File: src/rtl/bin_to_bcd_seq_pkg.sv
// Shared definitions for the sequential binary-to-BCD converter:
// FSM encoding and BCD constants.
package bin2bcd_pkg;

    typedef enum logic [1:0] {
        ST_IDLE  = 2'd0,
        ST_SHIFT = 2'd1,
        ST_DONE  = 2'd2
    } state_t;

    localparam int unsigned BCD_DIGITS   = 4;
    localparam int unsigned BCD_MAX      = 9999;
    localparam logic [15:0] BCD_SAT      = 16'h9999;
    localparam logic [3:0]  BLANK_NIBBLE = 4'hF;

endpackage

File: src/rtl/bin_to_bcd_seq_digit_adjust.sv
// Double-dabble digit correction: a BCD nibble of 5 or more gets +3
// so that the following left shift carries correctly into the next digit.
module bcd_digit_adjust (
    input  logic [3:0] digit,
    output logic [3:0] adjusted
);

    always_comb begin
        adjusted = (digit >= 4'd5) ? digit + 4'd3 : digit;
    end

endmodule

File: src/rtl/bin_to_bcd_seq.sv
// Sequential shift-and-add-3 binary-to-BCD converter, one bit per clock.
// Optional leading-zero blanking (digits 3..1 -> 4'hF) with BIN2BCD_BLANK_EN.
module bin_to_bcd_seq
    import bin2bcd_pkg::*;
#(
    parameter int unsigned BIN_W = 14
) (
    input  logic             clk,
    input  logic             reset,
    input  logic [BIN_W-1:0] bin,
    input  logic             start,
    output logic [15:0]      bcd,
    output logic             busy,
    output logic             done,
    output logic             overflow
);

    localparam int unsigned CNT_W = $clog2(BIN_W);
    localparam logic [CNT_W-1:0] CNT_LAST = CNT_W'(BIN_W - 1);

`ifdef BIN2BCD_BLANK_EN
    localparam logic [15:0] BCD_RST = {BLANK_NIBBLE, BLANK_NIBBLE, BLANK_NIBBLE, 4'h0};
`else
    localparam logic [15:0] BCD_RST = 16'h0000;
`endif

    state_t             state, state_n;
    logic [15:0]        acc;
    logic [15:0]        acc_adj;
    logic [BIN_W-1:0]   bin_sh;
    logic [CNT_W-1:0]   cnt;
    logic               ovf_pend;
    logic [15:0]        result;
    logic               unused_carry;

    for (genvar g = 0; g < BCD_DIGITS; g++) begin : g_adj
        bcd_digit_adjust u_adj (
            .digit    (acc[4*g +: 4]),
            .adjusted (acc_adj[4*g +: 4])
        );
    end

    // The bit shifted out above the MSD is dropped; saturation covers that range.
    assign unused_carry = acc_adj[15];

`ifdef BIN2BCD_BLANK_EN
    function automatic logic [15:0] blank_leading(input logic [15:0] v);
        logic [15:0] r;
        logic        leading;
        r       = v;
        leading = 1'b1;
        for (int unsigned i = BCD_DIGITS - 1; i >= 1; i--) begin
            if (leading && v[4*i +: 4] == 4'd0) begin
                r[4*i +: 4] = BLANK_NIBBLE;
            end else begin
                leading = 1'b0;
            end
        end
        return r;
    endfunction
`endif

    always_comb begin
        result = acc;
`ifdef BIN2BCD_BLANK_EN
        result = blank_leading(acc);
`endif
        if (ovf_pend) begin
            result = BCD_SAT;
        end
    end

    always_ff @(posedge clk) begin
        if (reset) begin
            state <= ST_IDLE;
        end else begin
            state <= state_n;
        end
    end

    always_comb begin
        state_n = state;
        busy    = (state != ST_IDLE);
        case (state)
            ST_IDLE:  if (start) state_n = ST_SHIFT;
            ST_SHIFT: if (cnt == CNT_LAST) state_n = ST_DONE;
            ST_DONE:  state_n = ST_IDLE;
            default:  state_n = ST_IDLE;
        endcase
    end

    always_ff @(posedge clk) begin
        if (reset) begin
            acc      <= '0;
            bin_sh   <= '0;
            cnt      <= '0;
            ovf_pend <= 1'b0;
            bcd      <= BCD_RST;
            overflow <= 1'b0;
            done     <= 1'b0;
        end else begin
            done <= 1'b0;
            case (state)
                ST_IDLE: begin
                    if (start) begin
                        acc      <= '0;
                        bin_sh   <= bin;
                        ovf_pend <= (32'(bin) > BCD_MAX);
                        cnt      <= '0;
                    end
                end
                ST_SHIFT: begin
                    acc    <= {acc_adj[14:0], bin_sh[BIN_W-1]};
                    bin_sh <= bin_sh << 1;
                    cnt    <= cnt + 1'b1;
                end
                ST_DONE: begin
                    bcd      <= result;
                    overflow <= ovf_pend;
                    done     <= 1'b1;
                end
                default: ;
            endcase
        end
    end

endmodule

File: config.mk
export PLATFORM = sky130hd
export DESIGN_NAME = bin_to_bcd_seq
export DESIGN_NICKNAME = d
export VERILOG_FILES = /design/src/rtl/bin_to_bcd_seq_pkg.sv /design/src/rtl/bin_to_bcd_seq_digit_adjust.sv /design/src/rtl/bin_to_bcd_seq.sv
export SDC_FILE = /design/constraint.sdc
export NUM_CORES = 1
export LEC_CHECK = 0
export CORE_UTILIZATION = 49
export DETAILED_ROUTE_END_ITERATION = 16
export GPL_TIMING_DRIVEN = 0
export PLACE_DENSITY = 0.75
export SKIP_CTS_REPAIR_TIMING = 1
export SLEW_MARGIN = 5
export SYNTH_ARGS = -nofsm -noshare
export SYNTH_HDL_FRONTEND = slang
export SYNTH_HIERARCHICAL = 1
export SYNTH_SLANG_ARGS = --single-unit
File: constraint.sdc
create_clock -name clk -period 1.2 [get_ports clk]
set_input_delay 0.3 -clock clk [delete_from_list [all_inputs] [get_ports clk]]
set_output_delay 0.3 -clock clk [all_outputs]
set_load 0.005 [all_outputs]
-- Yosys cells after proc, flatten, opt, wreduce, memory -nomap -nowiden
Index checks and enable logic that the tools add are counted.
- bits in registers: 55
- input port bits: 17
- word-level logic and storage cells: 44
- add/subtract/negate cells: 5
- $lt $le $gt $ge: 5
- equal/unequal tests: 5
- mux-type cells: 15
- reduce and logical (&&, ||, !) cells: 6
- operators with widths (cell ; number):
    $mux 16 ; 2
    $pmux 16 s2 ; 1
    $pmux 14 s2 ; 1
    $ge 4x3->1 const B ; 4
    $mux 4 ; 4
    $gt 14x14->1 const B ; 1
    $mux 14 ; 1
    $add 4x2->4 const B ; 3
    $pmux 4 s2 ; 1
    $reduce_and 2->1 ; 3
    $add 4x1->4 const B ; 1
    $eq 4x4->1 const B ; 1
    $mux 2 ; 2
    $ne 2x2->1 const B ; 2
    $pmux 2 s2 ; 1
    $reduce_bool 2->1 ; 2
    $add 3x2->3 const B ; 1
    $mux 3 ; 1
    $eq 2x1->1 const B ; 1
    $eq 2x2->1 const B ; 1
    $logic_not 2->1 ; 1
    $mux 1 ; 1

-- Longest topological paths before layout
Gate-level depths: netlist of run 1.
- depth in word-level cells: 3
- mapped depth: 7
- mapped depth without buffers: 7

-- Cells and area by module
The synthesis of run 1 kept the hierarchy.
- by module, submodules not included (module ; times used ; cells each ; area an instance (um2) ; seq. area each (um2)):
    bin_to_bcd_seq ; 1 ; 247 ; 2245.9 ; 1101.1
    bcd_digit_adjust ; 4 ; 16 ; 101.3 ; 0.0

-- Worst setup path after synthesis of run 1
No wires, ideal clock.
- path kind: register to register
- from: reg acc[1]
- to: reg acc[2]
- library setup time: 0.128 ns
- arrival time: 1.178 ns
- required time: 1.072 ns
- path slack: -0.106 ns
- stages on the path, launching flop included: 8
- buffers on the path: 0
- path through: dfxtp_1 > inv_1 > ha_1 > nand2b_1 > a21oi_2 > mux2i_1 > a22oi_1 > nor2_1
- word-level cells in the longest chain between the ends: 3
- RTL lines (item ; RTL line ; RTL):
    start: declaration ; bin_to_bcd_seq.sv:28 ; logic [15:0] acc;
    start signal: assignment ; bin_to_bcd_seq.sv:113 ; acc <= {acc_adj[14:0], bin_sh[BIN_W-1]};
    $add 4x2->4 or $ge 4x3->1 (tied branches) ; bin_to_bcd_seq_digit_adjust.sv:9 ; adjusted = (digit >= 4'd5) ? digit + 4'd3 : digit;
    $mux 4 * ; bin_to_bcd_seq_digit_adjust.sv:9 ;
    via acc_adj[1] ; bin_to_bcd_seq.sv:29 ; logic [15:0] acc_adj;
    $pmux 16 s2 * ; bin_to_bcd_seq.sv:103 ; case (state)
The timed path passes the listed nets; every way through them passes the cells marked *.
A chain may end at the register's enable or synchronous reset.

-- Worst setup path in the final report of run 1
- from: reg acc[12]
- to: reg acc[14]
- word-level cells in the longest chain between the ends: 3
- RTL lines (item ; RTL line):
    $ge 4x3->1 or $add 3x2->3 (tied branches) ; bin_to_bcd_seq_digit_adjust.sv:9
    $mux 3 * ; bin_to_bcd_seq_digit_adjust.sv:9
    via acc_adj[13] ; bin_to_bcd_seq.sv:29
    $pmux 16 s2 * ; bin_to_bcd_seq.sv:103
Marked as above.

==> impl_summary.txt, run 1 <==
----------------------------------------------------
[Min path]
  Hold Path Sink ... bcd[10]
  Hold path startpoint ... bcd[10]
  Class of the tightest hold or removal check ... flip-flop to flip-flop
  Hold Crit Depth ... 2

[Route]
  Antenna violation net count after detailed routing ... 0
  Via density per instance ... 5.50
  Total number of vias ... 2408
  Routed wire per std cell ... 15.8 um
  DRC violation count after routing ... 0
  Pre-antenna DRT Iters ... 4
  Wirelength, routed ... 6.92 mm
  Detailed router's first-iteration violation count ... approximately 130

[Placement]
  Number of buffers inserted by port buffering ... 34
  Half-perimeter wire length after placement ... 4.08 mm
  Cell area reported after detailed placement ... 3170 um^2
  Routability Congestion ... 0.842
  Placement Setup Slack ... -0.605 ns

[Yosys]
  Total nets after synthesis ... between 300 and 400
  Post-synthesis instance area ... 2630 um^2
  Syn_area_per_cell ... 8.57 um^2
  Count of synthesis-stage warnings from yosys ... 6
  Synthesized netlist cell count ... between 300 and 400

[Timing]
  Maximum clock skew at final layout ... between 0.004 and 0.005 ns
  Setup repair after global routing missed its margin ... yes
  Min Clock Period, post-route ... 1.47 ns
  Total count of hold-check failures in the final report ... 0
  Final worst-path cycle share ... 1.22
  Final number of setup-violating endpoints ... 36
  Number of slew-limit violations in the final report ... 0
  Worst Max-Slew Pin Slew ... 0.646 ns
  Highest clock rate ... approximately 680 MHz
  Setup slack of the critical path after layout ... -0.269 ns
  Slew headroom ... 0.570

[Run status]
  Violations in the final reports ... setup timing
  Run status ... complete, but fails checks

[Die]
  DIE AREA ... 5670 um^2
  Starting Density ... 0.512
  Core area ... 5140 um^2
  Die span in x ... 75.3 um
  I/O Pins ... 36
  Y dimension of the die ... 75.3 um
  Floorplan row count ... 26

[Setup path]
  Path type of the worst setup path ... flip-flop to flip-flop
  Critical path arrival ... 1.71 ns
  Capturing element type of the critical path ... flip-flop
  Largest fanout of any net on the critical path ... 4
  Setup slack of the most critical reg-to-reg path ... -0.27 ns
  Worst Reg-to-Reg Cells ... 7
  Endpoint of the worst register-to-register path ... acc[14]
  R2r startpoint ... acc[12]
  Required time at the worst-slack endpoint ... roughly 1.4 ns
  Type of origin of the critical path ... flip-flop

[GRT]
  Initial antenna violation count ... 0
  Via count of the first global-routing pass ... 2071
  Gr usage total ... 0.232
  Global-route wire length before repair ... 9.89 mm
  Maximum number of pins on one net before global-route repair ... 16
  Residual overflow from global routing ... 0

[Finish]
  Synthesis-to-layout area growth ... 42.5%
  Top library cells by usage in the layout, fill and taps aside ... dfxtp_1 (37), nor2_1 (34), nand2_1 (24), nor3_1 (24), dlymetal6s2s_1 (19)
  Nets@finish ... 394
  Leading cell type in the layout, fill and taps excluded ... dfxtp_1
  Total inserted antenna cells ... 0
  Final instance area ... 3750 um^2
  Filler cell count in the final layout ... 387
  Layout cells sized above 1 ... 0.323

[Pwr]
  Power density of the placed cells ... between 900 and 1000 nW/um^2
  Net switching power ... between 0.9 and 1 mW
  Cell Int Power ... 2.71 mW
  Switching share of total power ... 0.257
  Share of power burned in registers ... 0.526
  Fraction of power consumed by the clock network ... 0.311
  Part of the power in combinational logic ... 0.162
  Peak supply drop ... 0.681 mV
  Reported leakage power ... 1.77 nW

[Clock tree]
  Num CTS Buffers ... 5
  CTS Root Cell ... clkbuf_8
  Depth of the CTS H-tree ... 2
  Clock tree from TritonCTS ... built
  Clock-pin slew reported for the worst setup and hold paths after clock tree synthesis ... roughly 0.1 ns
  Worst-Skew Late Latency ... 0.31 ns
  # clock sinks ... 55
  Maximum clock path buffer count ... 2

[Flow run]
  Number of maximum-capacitance constraint violations ... 0

----------------------------------------------------
## routing by layer
metal / vias to the layer above / GRT usage / wire [um]
met4: 0 / 0.0700 / 126
li1: 1172 / - / -
met1: 1154 / 0.305 / 3030
met3: 14 / 0.0442 / 318
met5: - / 0 / 0
met2: 68 / 0.385 / 3440
## power groups by stage
stage / combinational (mW) / clock, mW / sequential, mW
floorplan: 0.287 / 0 / 1.95
global placement: 0.416 / 0 / 1.96
detailed placement: 0.427 / 0 / 1.96
CTS: 0.428 / 1.14 / 1.92
global route: 0.639 / 1.21 / 1.93
finish: 0.592 / 1.13 / 1.92
## sequential cells by signal (all words and copies together) (netlist names)
register  flops
bcd          16
overflow      1
ovf_pend      1
state         2
acc          16
bin_sh       14
cnt           4
done          1
## per-stage QoR
| step | instances | setup TNS (ns) | util | power (mW) | hold WS (ns) |
|---|---|---|---|---|---|
| global route | 438 | -5.92 | 0.730 | 3.77 | 0.476 |
| CTS | 419 | -13.34 | 0.636 | 3.49 | 0.457 |
| global placement | 411 | -17.00 | 0.616 | 2.38 | 0.440 |
| floorplan | 307 | -0.0150 | - | 2.24 | 0.433 |
| detailed placement | 411 | -18.46 | 0.616 | 2.39 | 0.444 |
| finish | 438 | -3.76 | 0.730 | 3.65 | 0.456 |
## layout make-up
class                      instances  area (um^2)  area share
buffer                            21          189      0.0504
clock buffer                       8          100      0.0267
inverter                          11         51.3      0.0137
multi-input combinational        220         1650       0.440
sequential                        55         1140       0.304
tap                               70         87.6      0.0234
timing repair buffer              53          532       0.142
## how the worst max path moves through the flow
stage                   from         to  slack [ns]
finish               acc[12]    acc[14]       -0.27
global route         acc[12]    acc[14]       -0.31
CTS                 state[0]       busy       -0.86
detailed placement     start  bin_sh[7]       -0.61
global placement       start  bin_sh[8]       -0.59
floorplan             acc[1]     acc[2]      -0.006
## worst max-delay path, stage by stage (launching register included)
cell	delay [ns]
dfxtp_4	0.38
inv_1	0.11
ha_4	0.17
nand2b_4	0.06
a21oi_4	0.18
mux2i_1	0.27
a22oi_1	0.09
nor2_1	0.14
(Power assumes the default switching activity.)
==> run 2: changes to the inputs <==
--- a/config.mk
+++ b/config.mk
@@ -5,10 +5,10 @@
 export SDC_FILE = /design/constraint.sdc
 export NUM_CORES = 1
 export LEC_CHECK = 0
-export CORE_UTILIZATION = 49
+export CORE_UTILIZATION = 45
 export DETAILED_ROUTE_END_ITERATION = 16
 export GPL_TIMING_DRIVEN = 0
-export PLACE_DENSITY = 0.75
+export PLACE_DENSITY = 0.7
 export SKIP_CTS_REPAIR_TIMING = 1
 export SLEW_MARGIN = 5
 export SYNTH_ARGS = -nofsm -noshare
==> run 2 against run 1 <==
Against the previous run: the flow still finishes with violations (setup timing); register-to-register slack improved by 0.09 ns; worst hold slack got worse by 0.0038 ns; core utilization decreased by 6.8 points; highest routed layer unchanged.
==> impl_summary.txt, run 2 (synthesis gave the netlist of run 1 again) <==
----------------------------------------------------
[Run status]
  Run status ... complete, but fails checks (unchanged)
  Violations in the final reports ... setup timing (unchanged)

[Route]
  Metal2 WL ... 3.00 mm (was 3.44 mm)
  Via density per instance ... 5.23 (was 5.50)
  Antenna violation net count after detailed routing ... 0 (unchanged)
  Pre-antenna DRT Iters ... 4 (unchanged)
  Routed wire per std cell ... 14.2 um (was 15.8 um)
  Wirelength, routed ... 6.28 mm (was 6.92 mm)
  Detailed router's first-iteration violation count ... 53 (was 134)
  Uppermost layer routed ... met4 (unchanged)
  Routed wire length on met3 ... 199 um (was 318 um)
  DRC violation count after routing ... 0 (unchanged)
  Total number of vias ... 2307 (was 2408)
  Post-Route M1 WL ... 3.04 mm (was 3.03 mm)

[Die]
  I/O Pins ... 36 (unchanged)
  DIE AREA ... 6160 um^2 (was 5670 um^2)
  Core area ... 5570 um^2 (was 5140 um^2)
  Starting Density ... 0.472 (was 0.512)
  Y dimension of the die ... 78.5 um (was 75.3 um)
  Floorplan row count ... 27 (was 26)
  Die span in x ... 78.5 um (was 75.3 um)

[Finish]
  Total inserted antenna cells ... 0 (unchanged)
  Top library cells by usage in the layout, fill and taps aside ... nor2_1 (34), dfxtp_1 (31), nand2_1 (27), nor3_1 (27), buf_4 (23) (was dfxtp_1 (37), nor2_1 (34), nand2_1 (24), nor3_1 (24), dlymetal6s2s_1 (19))
  Registers with the most flip-flops ... acc (16), bcd (16), bin_sh (14) (unchanged)
  Nets@finish ... 395 (was 394)
  Leading cell type in the layout, fill and taps excluded ... nor2_1 (was dfxtp_1)
  Filler cell count in the final layout ... 463 (was 387)
  Layout cells sized above 1 ... 0.298 (was 0.323)
  Synthesis-to-layout area growth ... 40.2% (was 42.5%)

[Clock tree]
  Clock tree from TritonCTS ... built (unchanged)
  Num CTS Buffers ... 5 (unchanged)
  Maximum clock path buffer count ... 2 (unchanged)
  Worst-Skew Late Latency ... 0.31 ns (about the same)
  CTS Root Cell ... clkbuf_8 (unchanged)
  Clock-pin slew reported for the worst setup and hold paths after clock tree synthesis ... 0.09 ns (was 0.10 ns)
  # clock sinks ... 55 (unchanged)
  Depth of the CTS H-tree ... 2 (unchanged)

[Placement]
  Half-perimeter wire length after placement ... 4.04 mm (was 4.08 mm)
  Number of buffers inserted by port buffering ... 34 (unchanged)
  Placement Setup Slack ... -0.616 ns (was -0.605 ns)
  Routability Congestion ... 0.807 (was 0.842)

[Setup path]
  Required time at the worst-slack endpoint ... 0.90 ns (was 1.44 ns)
  Largest fanout of any net on the critical path ... 5 (was 4)
  Origin of the worst setup path ... state[0] (was acc[12])
  Critical path arrival ... 1.14 ns (was 1.71 ns)
  Type of origin of the critical path ... flip-flop (unchanged)
  R2r startpoint ... state[0] (was acc[12])
  List of cells traversed by the critical path ... buf_6 -> buf_8 -> nor2_4 -> inv_1 -> clkbuf_2 (was inv_1 -> ha_4 -> nand2b_4 -> a21oi_4 -> mux2i_1 -> a22oi_1 -> nor2_1)
  Capturing element type of the critical path ... output port (was flip-flop)
  Path type of the worst setup path ... flip-flop to output port (was flip-flop to flip-flop)
  Slowest cell on crit path ... dfxtp_2 (was dfxtp_4)
  Peak per-stage delay on the critical path ... 0.35 ns (was 0.38 ns)

[Pwr]
  Reported leakage power ... 1.74 nW (was 1.77 nW)
  Peak supply drop ... 0.563 mV (was 0.681 mV)
  Net switching power ... 0.898 mW (was 0.937 mW)
  Part of the power in combinational logic ... 0.152 (was 0.162)
  Switching share of total power ... 0.256 (was 0.257)
  Fraction of power consumed by the clock network ... 0.302 (was 0.311)
  Power density of the placed cells ... 951 nW/um^2 (was 972 nW/um^2)
  Cell Int Power ... 2.61 mW (was 2.71 mW)
  Share of power burned in registers ... 0.546 (was 0.526)

[Timing]
  Setup slack of the critical path after layout ... -0.237 ns (was -0.269 ns)
  Maximum clock skew at final layout ... 0.00441 ns (was 0.00410 ns)
  Number of slew-limit violations in the final report ... 0 (unchanged)
  Slew headroom ... 0.619 (was 0.570)
  Worst Max-Slew Pin Slew ... 0.571 ns (was 0.646 ns)
  Final worst-path cycle share ... 1.20 (was 1.22)
  Total count of hold-check failures in the final report ... 0 (unchanged)
  Final number of setup-violating endpoints ... 36 (unchanged)
  Highest clock rate ... 696 MHz (was 681 MHz)
  Tightest hold margin ... 0.452 ns (was 0.456 ns)
  Setup repair after global routing missed its margin ... yes (unchanged)
  Min Clock Period, post-route ... 1.44 ns (was 1.47 ns)

[Min path]
  Class of the tightest hold or removal check ... flip-flop to flip-flop (unchanged)
  Hold path startpoint ... bcd[2] (was bcd[10])

[GRT]
  Initial antenna violation count ... 0 (unchanged)
  Residual overflow from global routing ... 0 (unchanged)
  Global-route wire length before repair ... 9.64 mm (was 9.89 mm)
  Maximum number of pins on one net before global-route repair ... 17 (was 16)
  Gr usage total ... 0.201 (was 0.232)
  Via count of the first global-routing pass ... 2038 (was 2071)

[Flow run]
  Number of maximum-capacitance constraint violations ... 0 (unchanged)

----------------------------------------------------
-- run 2: changes by cell type in the layout (fill, tap and decap cells not counted), sizes merged --
cell	delta
clkinv	+1
clkbuf	-1
buf	+1
-- run 2: metal layers --
layer  GRT usage  vias to the layer above
met4      0.0556                        0
met3      0.0384                        4
met5           0                        -
li1            -                     1169
met1       0.268                     1094
met2       0.332                       40
-- run 2: worst max-delay path, delay by kind of cell (launching register included) --
| kind | cells | cell delay (ns) |
|---|---|---|
| buf+inv | 4 | 0.40 |
| simple gates | 1 | 0.07 |
| flops | 1 | 0.35 |
-- run 2: per-stage QoR --
stage / TNS [ns] / utilization / cell area [um^2] / cells / power [mW]
final: -3.00 / 0.662 / 3690 / 441 / 3.51
after global routing: -5.81 / 0.662 / 3690 / 441 / 3.66
after CTS: -12.37 / 0.585 / 3260 / 421 / 3.42
after detailed placement: -17.84 / 0.569 / 3170 / 413 / 2.39
after global placement: -16.93 / 0.569 / 3170 / 413 / 2.38
after floorplan: -0.0150 / - / 2740 / 307 / 2.24
-- run 2: final timing paths --
path,endpoint,slack [ns],depth (start not counted)
min reg2reg,bcd[2],0.45,2
max,busy,-0.24,5
min,bcd[2],0.45,2
max reg2reg,bin_sh[7],-0.18,5
-- run 2: layout make-up --
cell class,count,area [um^2],area share
multi-input combinational,220,1590,0.432
sequential,55,1150,0.311
timing repair buffer,54,541,0.147
buffer,21,173,0.0468
tap,72,90.1,0.0244
clock buffer,7,86.3,0.0234
inverter,11,51.3,0.0139
clock inverter,1,5.00,0.00136
-- run 2: power groups by stage --
stage	logic, mW	clock network (mW)	registers, mW
6_report	0.533	1.06	1.92
2_1_floorplan	0.287	0	1.95
5_1_grt	0.584	1.15	1.92
4_1_cts	0.427	1.07	1.92
3_5_place_dp	0.425	0	1.96
3_3_place_gp	0.418	0	1.96
==> run 3: changes to the inputs <==
--- a/config.mk
+++ b/config.mk
@@ -5,10 +5,13 @@
 export SDC_FILE = /design/constraint.sdc
 export NUM_CORES = 1
 export LEC_CHECK = 0
-export CORE_UTILIZATION = 45
+export CELL_PAD_IN_SITES_DETAIL_PLACEMENT = 0
+export CELL_PAD_IN_SITES_GLOBAL_PLACEMENT = 2
+export CORE_UTILIZATION = 29
 export DETAILED_ROUTE_END_ITERATION = 16
 export GPL_TIMING_DRIVEN = 0
-export PLACE_DENSITY = 0.7
+export MAX_ROUTING_LAYER = met4
+export PLACE_DENSITY_LB_ADDON = 0.1
 export SKIP_CTS_REPAIR_TIMING = 1
 export SLEW_MARGIN = 5
 export SYNTH_ARGS = -nofsm -noshare
==> run 3 against run 2 <==
Against the previous run: the run still ends with setup timing left; register-to-register slack got worse by 0.03 ns; clock power rose by 5%; critical endpoint unchanged; fmax fell by 2.0%; critical path depth did not move; sequential share of layout area fell by 1.7 points; wire length rose by 14%; via count fell by 0.74%; highest routed layer unchanged; largest power group unchanged; worst setup slack got worse by 0.030 ns.
==> impl_summary.txt, run 3 (synthesis gave the netlist of run 1 again) <==
----------------------------------------------------
[Run status]
  Run status ... complete, but fails checks (unchanged)
  Violations in the final reports ... setup timing (unchanged)

[Finish]
  Leading cell type in the layout, fill and taps excluded ... nor2_1 (unchanged)
  Top library cells by usage in the layout, fill and taps aside ... nor2_1 (33), dfxtp_1 (27), dfxtp_2 (21) (was nor2_1 (34), dfxtp_1 (31), nand2_1 (27), nor3_1 (27), buf_4 (23))
  Registers with the most flip-flops ... acc (16), bcd (16), bin_sh (14) (unchanged)
  Synthesis-to-layout area growth ... 49.0% (was 40.2%)
  Layout cells sized above 1 ... 0.362 (was 0.298)
  Total inserted antenna cells ... 0 (unchanged)
  Final instance area ... 3920 um^2 (was 3690 um^2)
  Nets@finish ... 396 (was 395)

[Timing]
  Slew headroom ... 0.499 (was 0.619)
  Setup repair after global routing missed its margin ... yes (unchanged)
  Worst Max-Slew Pin Slew ... 0.752 ns (was 0.571 ns)
  Setup slack of the critical path after layout ... -0.267 ns (was -0.237 ns)
  Min Clock Period, post-route ... 1.47 ns (was 1.44 ns)
  Final worst-path cycle share ... 1.22 (was 1.20)
  Maximum clock skew at final layout ... 0.00613 ns (was 0.00441 ns)
  Setup_tns ... -5.81 ns (was -3.00 ns)
  Highest clock rate ... 682 MHz (was 696 MHz)
  Total count of hold-check failures in the final report ... 0 (unchanged)
  Tightest hold margin ... 0.461 ns (was 0.452 ns)
  Number of slew-limit violations in the final report ... 0 (unchanged)
  Final number of setup-violating endpoints ... 52 (was 36)

[Setup path]
  Type of origin of the critical path ... flip-flop (unchanged)
  Largest fanout of any net on the critical path ... 4 (was 5)
  R2r startpoint ... state[0] (unchanged)
  Path type of the worst setup path ... flip-flop to output port (unchanged)
  Origin of the worst setup path ... state[0] (unchanged)
  Required time at the worst-slack endpoint ... 0.90 ns (about the same)
  Capturing element type of the critical path ... output port (unchanged)
  Critical path arrival ... 1.17 ns (was 1.14 ns)

[Route]
  Wirelength, routed ... 7.16 mm (was 6.28 mm)
  Routed wire per std cell ... 15.0 um (was 14.2 um)
  Antenna violation net count after detailed routing ... 0 (unchanged)
  DRC violation count after routing ... 0 (unchanged)
  Pre-antenna DRT Iters ... 4 (unchanged)
  Detailed router's first-iteration violation count ... 58 (was 53)
  Via density per instance ... 4.79 (was 5.23)
  Total number of vias ... 2290 (was 2307)

[Flow run]
  Number of maximum-capacitance constraint violations ... 0 (unchanged)

[Clock tree]
  Num CTS Buffers ... 5 (unchanged)
  CTS Root Cell ... clkbuf_8 (unchanged)
  # clock sinks ... 55 (unchanged)
  Maximum clock path buffer count ... 2 (unchanged)
  Depth of the CTS H-tree ... 2 (unchanged)
  Clock-pin slew reported for the worst setup and hold paths after clock tree synthesis ... 0.10 ns (was 0.09 ns)
  Worst-Skew Late Latency ... 0.31 ns (about the same)
  Clock tree from TritonCTS ... built (unchanged)

[Pwr]
  Power density of the placed cells ... 919 nW/um^2 (was 951 nW/um^2)
  Reported leakage power ... 1.78 nW (was 1.74 nW)
  Peak supply drop ... 0.421 mV (was 0.563 mV)
  Total power of the final layout ... 3.60 mW (was 3.51 mW)

[Die]
  DIE AREA ... 9460 um^2 (was 6160 um^2)
  Core area ... 8760 um^2 (was 5570 um^2)
  Floorplan row count ... 34 (was 27)
  Y dimension of the die ... 97.3 um (was 78.5 um)
  Die span in x ... 97.3 um (was 78.5 um)
  Starting Density ... 0.300 (was 0.472)
  I/O Pins ... 36 (unchanged)

[Placement]
  Half-perimeter wire length after placement ... 4.65 mm (was 4.04 mm)
  Cell area reported after detailed placement ... 3210 um^2 (was 3170 um^2)
  Routability Congestion ... 0.735 (was 0.807)
  Number of buffers inserted by port buffering ... 34 (unchanged)
  Placement Setup Slack ... -0.656 ns (was -0.616 ns)

[GRT]
  Via count of the first global-routing pass ... 2136 (was 2038)
  Global-route wire length before repair ... 11.1 mm (was 9.64 mm)
  Maximum number of pins on one net before global-route repair ... 17 (unchanged)
  Residual overflow from global routing ... 0 (unchanged)
  Gr usage total ... 0.154 (was 0.201)
  Initial antenna violation count ... 0 (unchanged)

[Min path]
  Class of the tightest hold or removal check ... flip-flop to flip-flop (unchanged)
  Hold path startpoint ... bcd[10] (was bcd[2])

----------------------------------------------------
==> run 3: critical path: stages, from the launching register on <==
cell and delay [ns]:
dfxtp_4 0.37, buf_8 0.12, buf_8 0.12, nor2_4 0.11, inv_2 0.04, clkbuf_2 0.10
==> run 3: layer usage <==
metal | global-route usage | vias up | wire, um
li1 | - | 1182 | -
met3 | 0.0194 | 5 | 162
met2 | 0.244 | 30 | 3440
met4 | 0.0441 | 0 | 65
met1 | 0.205 | 1073 | 3490
met5 | - | - | 0
==> run 3: area by class of cell <==
| type | instances | area, um^2 |
|---|---|---|
| multi-input combinational | 220 | 1730 |
| tap | 108 | 135 |
| buffer | 21 | 206 |
| clock buffer | 7 | 86.3 |
| fill | 866 | 4840 |
| timing repair buffer | 55 | 557 |
| clock inverter | 1 | 8.76 |
| sequential | 55 | 1150 |
| inverter | 11 | 46.3 |
==> run 3: metrics by stage <==
stage	util	std cells
2_1_floorplan	-	307
3_3_place_gp	0.367	449
3_5_place_dp	0.367	449
4_1_cts	0.378	457
5_1_grt	0.447	478
6_report	0.447	478
==> run 3: path summary, 6_finish.rpt <==
check | end | slack [ns] | cells after the start
setup / recovery | busy | -0.27 | 5
hold / removal | bcd[10] | 0.46 | 2
setup reg to reg | bin_sh[12] | -0.21 | 6
hold reg to reg | bcd[10] | 0.46 | 2
==> run 3: power breakdown <==
group | internal (mW) | switching, mW
Sequential | 1.87 | 0.0422
Clock | 0.476 | 0.639
Combinational | 0.286 | 0.285
==> RTL edit 1 (config.mk and constraints of run 3) <==
Add a define of `BIN2BCD_BLANK_EN`.
--- a/src/rtl/bin_to_bcd_seq.sv
+++ b/src/rtl/bin_to_bcd_seq.sv
@@ -1,5 +1,7 @@
 // Sequential shift-and-add-3 binary-to-BCD converter, one bit per clock.
 // Optional leading-zero blanking (digits 3..1 -> 4'hF) with BIN2BCD_BLANK_EN.
+`define BIN2BCD_BLANK_EN
+
 module bin_to_bcd_seq
     import bin2bcd_pkg::*;
 #(
Check against the original RTL: not equivalent (a bounded check fails within 4 cycles, from zero or initial values and one cycle with reset high).
==> RTL edit 1 against run 3 <==
  * The flow still finishes with violations (negative setup slack)
  * Sequential cell count is the same
  * Non-clock buffer count is 16 higher
  * Setup slack got worse by 0.12 ns
  * Design area up 12%
  * Power fell by 2.1%
  * Via count grew 14%
  * Global-route usage increased by 0.34 points
  * Wire length rose by 12%
  * Area after synthesis increased by 3.9%
  * Largest cell class unchanged
  * Largest power group unchanged
  * Highest routed layer unchanged
==> RTL edit 1: results (changes against run 3) <==
status finished with violations; CTS max path bufs 2 (unchanged); global-route wire length before repair 11900 um (+6.8%); share of layout cells above drive strength 1 46.2% (+10 points); Worst EP arrival 1.29 ns (+0.12 ns); DP HPWL 5070 um (+8.9%); Hold Violations, Final 0 (unchanged); IO Port Bufs 35 (+2.9%); Max-slew headroom 65.4% (+16 points); depth of the CTS H-tree 2 (unchanged); largest net degree at the start of global routing 18 (+1); vias in the first global route 2400 (+12%); Clock Skews 0.0171 ns (+0.0109 ns); cts bufs inserted 5 (unchanged); leakage power 1.79 nW (+0.83%); Setup-failing EPs final 47 (-9.6%); Worst path max stage delay 0.39 ns (+0.02 ns); Vias/cell 5.01 (+4.5%); Tightest Hold Check Type register to register; clock latency on the worst-skew pair ~0.32 ns; router iterations before antenna repair 4 (unchanged); WHS Path Cells 2 (unchanged); initial antenna violation count 0 (unchanged); Wirelength per Cell 15.4 um (+2.8%); # fillers 912 (+5.3%); TNS Setup -5.41 ns (+0.406 ns); Max FO, Critical Path 7 (+3); Layout Nets 435 (+9.8%); worst vdd ir 0.453 mV (+7.6%); synth warn 6 (unchanged); CTS Root Cell clkbuf_8; violated checks negative setup slack; worst r2r path cells 4 (-2); Slowest-stage cell, CP dfxtp_4; RePlAce Congestion 0.747 (+1.6%); clock slew seen by the registers of the worst setup and hold paths 0.10 ns (about the same); antenna cells 0 (unchanged); final worst slack -0.385 ns (-0.118 ns); Largest regs acc (16), bcd (16), bin_sh (14); detailed router's first-iteration violation count 55 (-5.2%); gr usage total 15.7% (+0.34 points); Net Count, Synth 358 (+7.2%)
==> RTL edit 1: routing by layer <==
layer  up-vias  track usage, %  routed length, um
met1      1239            21.4               3900
met3         7            2.32                181
met4         0            3.96                 39
li1       1323               -                  -
met5         -               -                  0
met2        34            24.5               3880
==> RTL edit 1: path summary, 6_finish.rpt <==
| kind | from | endpoint | slack (ns) |
|---|---|---|---|
| worst max-delay path | state[0]$_SDFFE_PP0P_ | busy | -0.39 |
| worst min-delay path | overflow$_SDFFE_PP0P_ | overflow$_SDFFE_PP0P_ | 0.46 |
| worst max register to register | state[1]$_SDFFE_PP0P_ | bcd[8]$_SDFFE_PP1P_ | -0.34 |
| worst min register to register | overflow$_SDFFE_PP0P_ | overflow$_SDFFE_PP0P_ | 0.46 |
==> RTL edit 1: through the flow <==
stage	worst slack, ns	hold slack [ns]	cells	utilization, %	cell area, um^2
after global placement	-0.952	0.439	477	36.0	3310
after CTS	-1.02	0.462	485	37.0	3400
after detailed placement	-0.949	0.447	477	36.0	3310
after floorplan	-0.0968	0.448	331	-	2830
after global routing	-0.428	0.473	520	47.9	4410
final	-0.385	0.456	520	47.9	4410
==> RTL edit 1: worst max-delay path: cells and delay by family (launching register included) <==
family,cells,cell delay [ns]
buffers and inverters,3,0.36
flip-flops,1,0.39
AND/OR/NAND/NOR,1,0.22
==> RTL edit 1: report_power, final <==
group	internal [mW]	total [mW]	switching (mW)
registers	1.86	1.91	0.0534
clock network	0.422	1.08	0.662
logic	0.267	0.529	0.262
total	2.55	3.53	0.978
==> RTL edit 1: layout make-up <==
cell class	count	area, um^2	share of cell area (%)
inverter	26	108	2.44
multi-input combinational	228	1940	44.0
clock inverter	2	16.3	0.369
sequential	55	1160	26.3
tap	111	139	3.15
clock buffer	6	72.6	1.65
timing repair buffer	71	743	16.9
buffer	21	230	5.22
==> RTL edit 2 (flow settings as in run 3) <==
Made on the original files. Encoding of `state_t`: now one-hot (3 bits for 3 states).
--- a/src/rtl/bin_to_bcd_seq_pkg.sv
+++ b/src/rtl/bin_to_bcd_seq_pkg.sv
@@ -2,10 +2,10 @@
 // FSM encoding and BCD constants.
 package bin2bcd_pkg;
 
-    typedef enum logic [1:0] {
-        ST_IDLE  = 2'd0,
-        ST_SHIFT = 2'd1,
-        ST_DONE  = 2'd2
+    typedef enum logic [2:0] {
+        ST_IDLE  = 3'b001,
+        ST_SHIFT = 3'b010,
+        ST_DONE  = 3'b100
     } state_t;
 
     localparam int unsigned BCD_DIGITS   = 4;
Check against the original RTL: same outputs for any inputs over 10 cycles, from zero or initial values and one cycle with reset high; not proved beyond that.
==> RTL edit 2 against run 3 <==
  * The run still ends with negative setup slack left
  * Non-clock buffer count grew 15
  * Power grew 3.0%
  * Sequential share of layout area shrank 2.2 points
  * Critical endpoint is now acc[6]$_SDFFE_PP0P_
  * Wire length grew 3.8%
  * Sequential cell count grew 1
  * Highest routed layer unchanged
  * Setup slack lost 0.093 ns
  * Area after synthesis shrank 2.2%
  * Design area grew 7.4%
  * Combinational power grew 14%
==> RTL edit 2: results (changes against run 3) <==
status finished with violations; violated checks negative setup slack; worst r2r path cells 7 (+1); Worst EP arrival 1.81 ns (+0.64 ns); Setup-failing EPs final 57 (+9.6%); Net Sw Frac 26.2% (-0.64 points); hold endpoint overflow$_SDFFE_PP0P_; worst vdd ir 0.444 mV (+5.4%); DP HPWL 4430 um (-4.7%); Worst path max stage delay 0.34 ns (-0.03 ns); Worst Setup Slack post-DPL -1.00 ns (-0.349 ns); gr usage total 15.6% (+0.24 points); global-route wire length before repair 10600 um (-4.5%); leakage power 1.91 nW (+7.6%); placed cells 422 (-6.0%); met3 Use GR 2.45% (+0.51 points); Net Count, Synth 309 (-7.5%); vias post-DR 2274 (-0.70%); GR Util met1 21.8% (+1.2 points); Worst-Margin Slew 0.719 ns (-0.0330 ns); met2 Track Usage GR 23.6% (-0.79 points); Layout Nets 388 (-2.0%); Slowest-stage cell, CP dfxtp_2; RePlAce Congestion 0.711 (-3.3%); vias in the first global route 2030 (-5.0%); CTS max path bufs 2 (unchanged); Hold Slack 0.463 ns (+0.00228 ns); # fillers 786 (-9.2%); Reg-to-Reg Start state[0]$_SDFFE_PP1P_; Wirelength per Cell 15.9 um (+6.3%); IO Port Bufs 35 (+2.9%); Worst Min Path Start overflow$_SDFFE_PP0P_; Cells after Synth 282 (-8.1%); final worst slack -0.359 ns (-0.0928 ns); Max FO, Critical Path 10 (+6); Clock Skews 0.00442 ns (-0.00171 ns); share of layout cells above drive strength 1 44.5% (+8.3 points); routed wire length 7430 um (+3.8%); largest net degree at the start of global routing 16 (-1); RR Endpoint acc[6]$_SDFFE_PP0P_
[RTL edit 2: worst max path at each step]
stage,endpoint,cells past startpoint,startpoint,slack [ns]
after floorplan,acc[11]$_SDFFE_PP0P_,6,state[1]$_SDFFE_PP0P_,-0.19
after global placement,bcd[0]$_SDFFE_PP0P_,4,reset,-0.96
after detailed placement,bcd[3]$_SDFFE_PP0P_,4,reset,-1.00
after CTS,busy,3,state[0]$_SDFFE_PP1P_,-0.81
after global routing,acc[8]$_SDFFE_PP0P_,7,state[0]$_SDFFE_PP1P_,-0.44
final,acc[6]$_SDFFE_PP0P_,7,state[0]$_SDFFE_PP1P_,-0.36
[RTL edit 2: area by class of cell]
class                           instances  area share (%)
Multi-Input combinational cell        197            42.0
Sequential cell                        56            27.3
Timing Repair Buffer                   72            19.2
Buffer                                 19            5.46
Tap cell                              105            3.12
Clock buffer                            8            2.14
Inverter                               10           0.891
[RTL edit 2: metal layers]
metal	share of wire, %	vias up
met5	0	-
met4	0.42	0
met3	1.8	2
met2	45	21
met1	53	1080
li1	-	1171
[RTL edit 2: power groups by stage]
stage / Sequential (mW) / Clock [mW] / Combinational [mW]
2_1_floorplan: 1.98 / 0 / 0.239
3_3_place_gp: 1.99 / 0 / 0.374
3_5_place_dp: 1.99 / 0 / 0.376
4_1_cts: 1.95 / 1.14 / 0.377
5_1_grt: 1.98 / 1.20 / 0.692
6_report: 1.97 / 1.09 / 0.650
[RTL edit 2: stage by stage]
| stage | TNS, ns | util (%) | instance area, um^2 |
|---|---|---|---|
| detailed placement | -39.15 | 37.3 | 3130 |
| finish | -14.52 | 50.3 | 4210 |
| floorplan | -5.22 | - | 2640 |
| global placement | -39.05 | 37.3 | 3130 |
| CTS | -28.34 | 38.4 | 3220 |
| global route | -17.31 | 50.3 | 4210 |
[RTL edit 2: worst register-to-register path, delay by kind of cell (launching register included)]
family | cells | cell delay [ns]
AOI/OAI and AO/OA | 1 | 0.14
DFF | 1 | 0.34
buffers and inverters | 4 | 0.58
and+or+nand+nor | 2 | 0.45
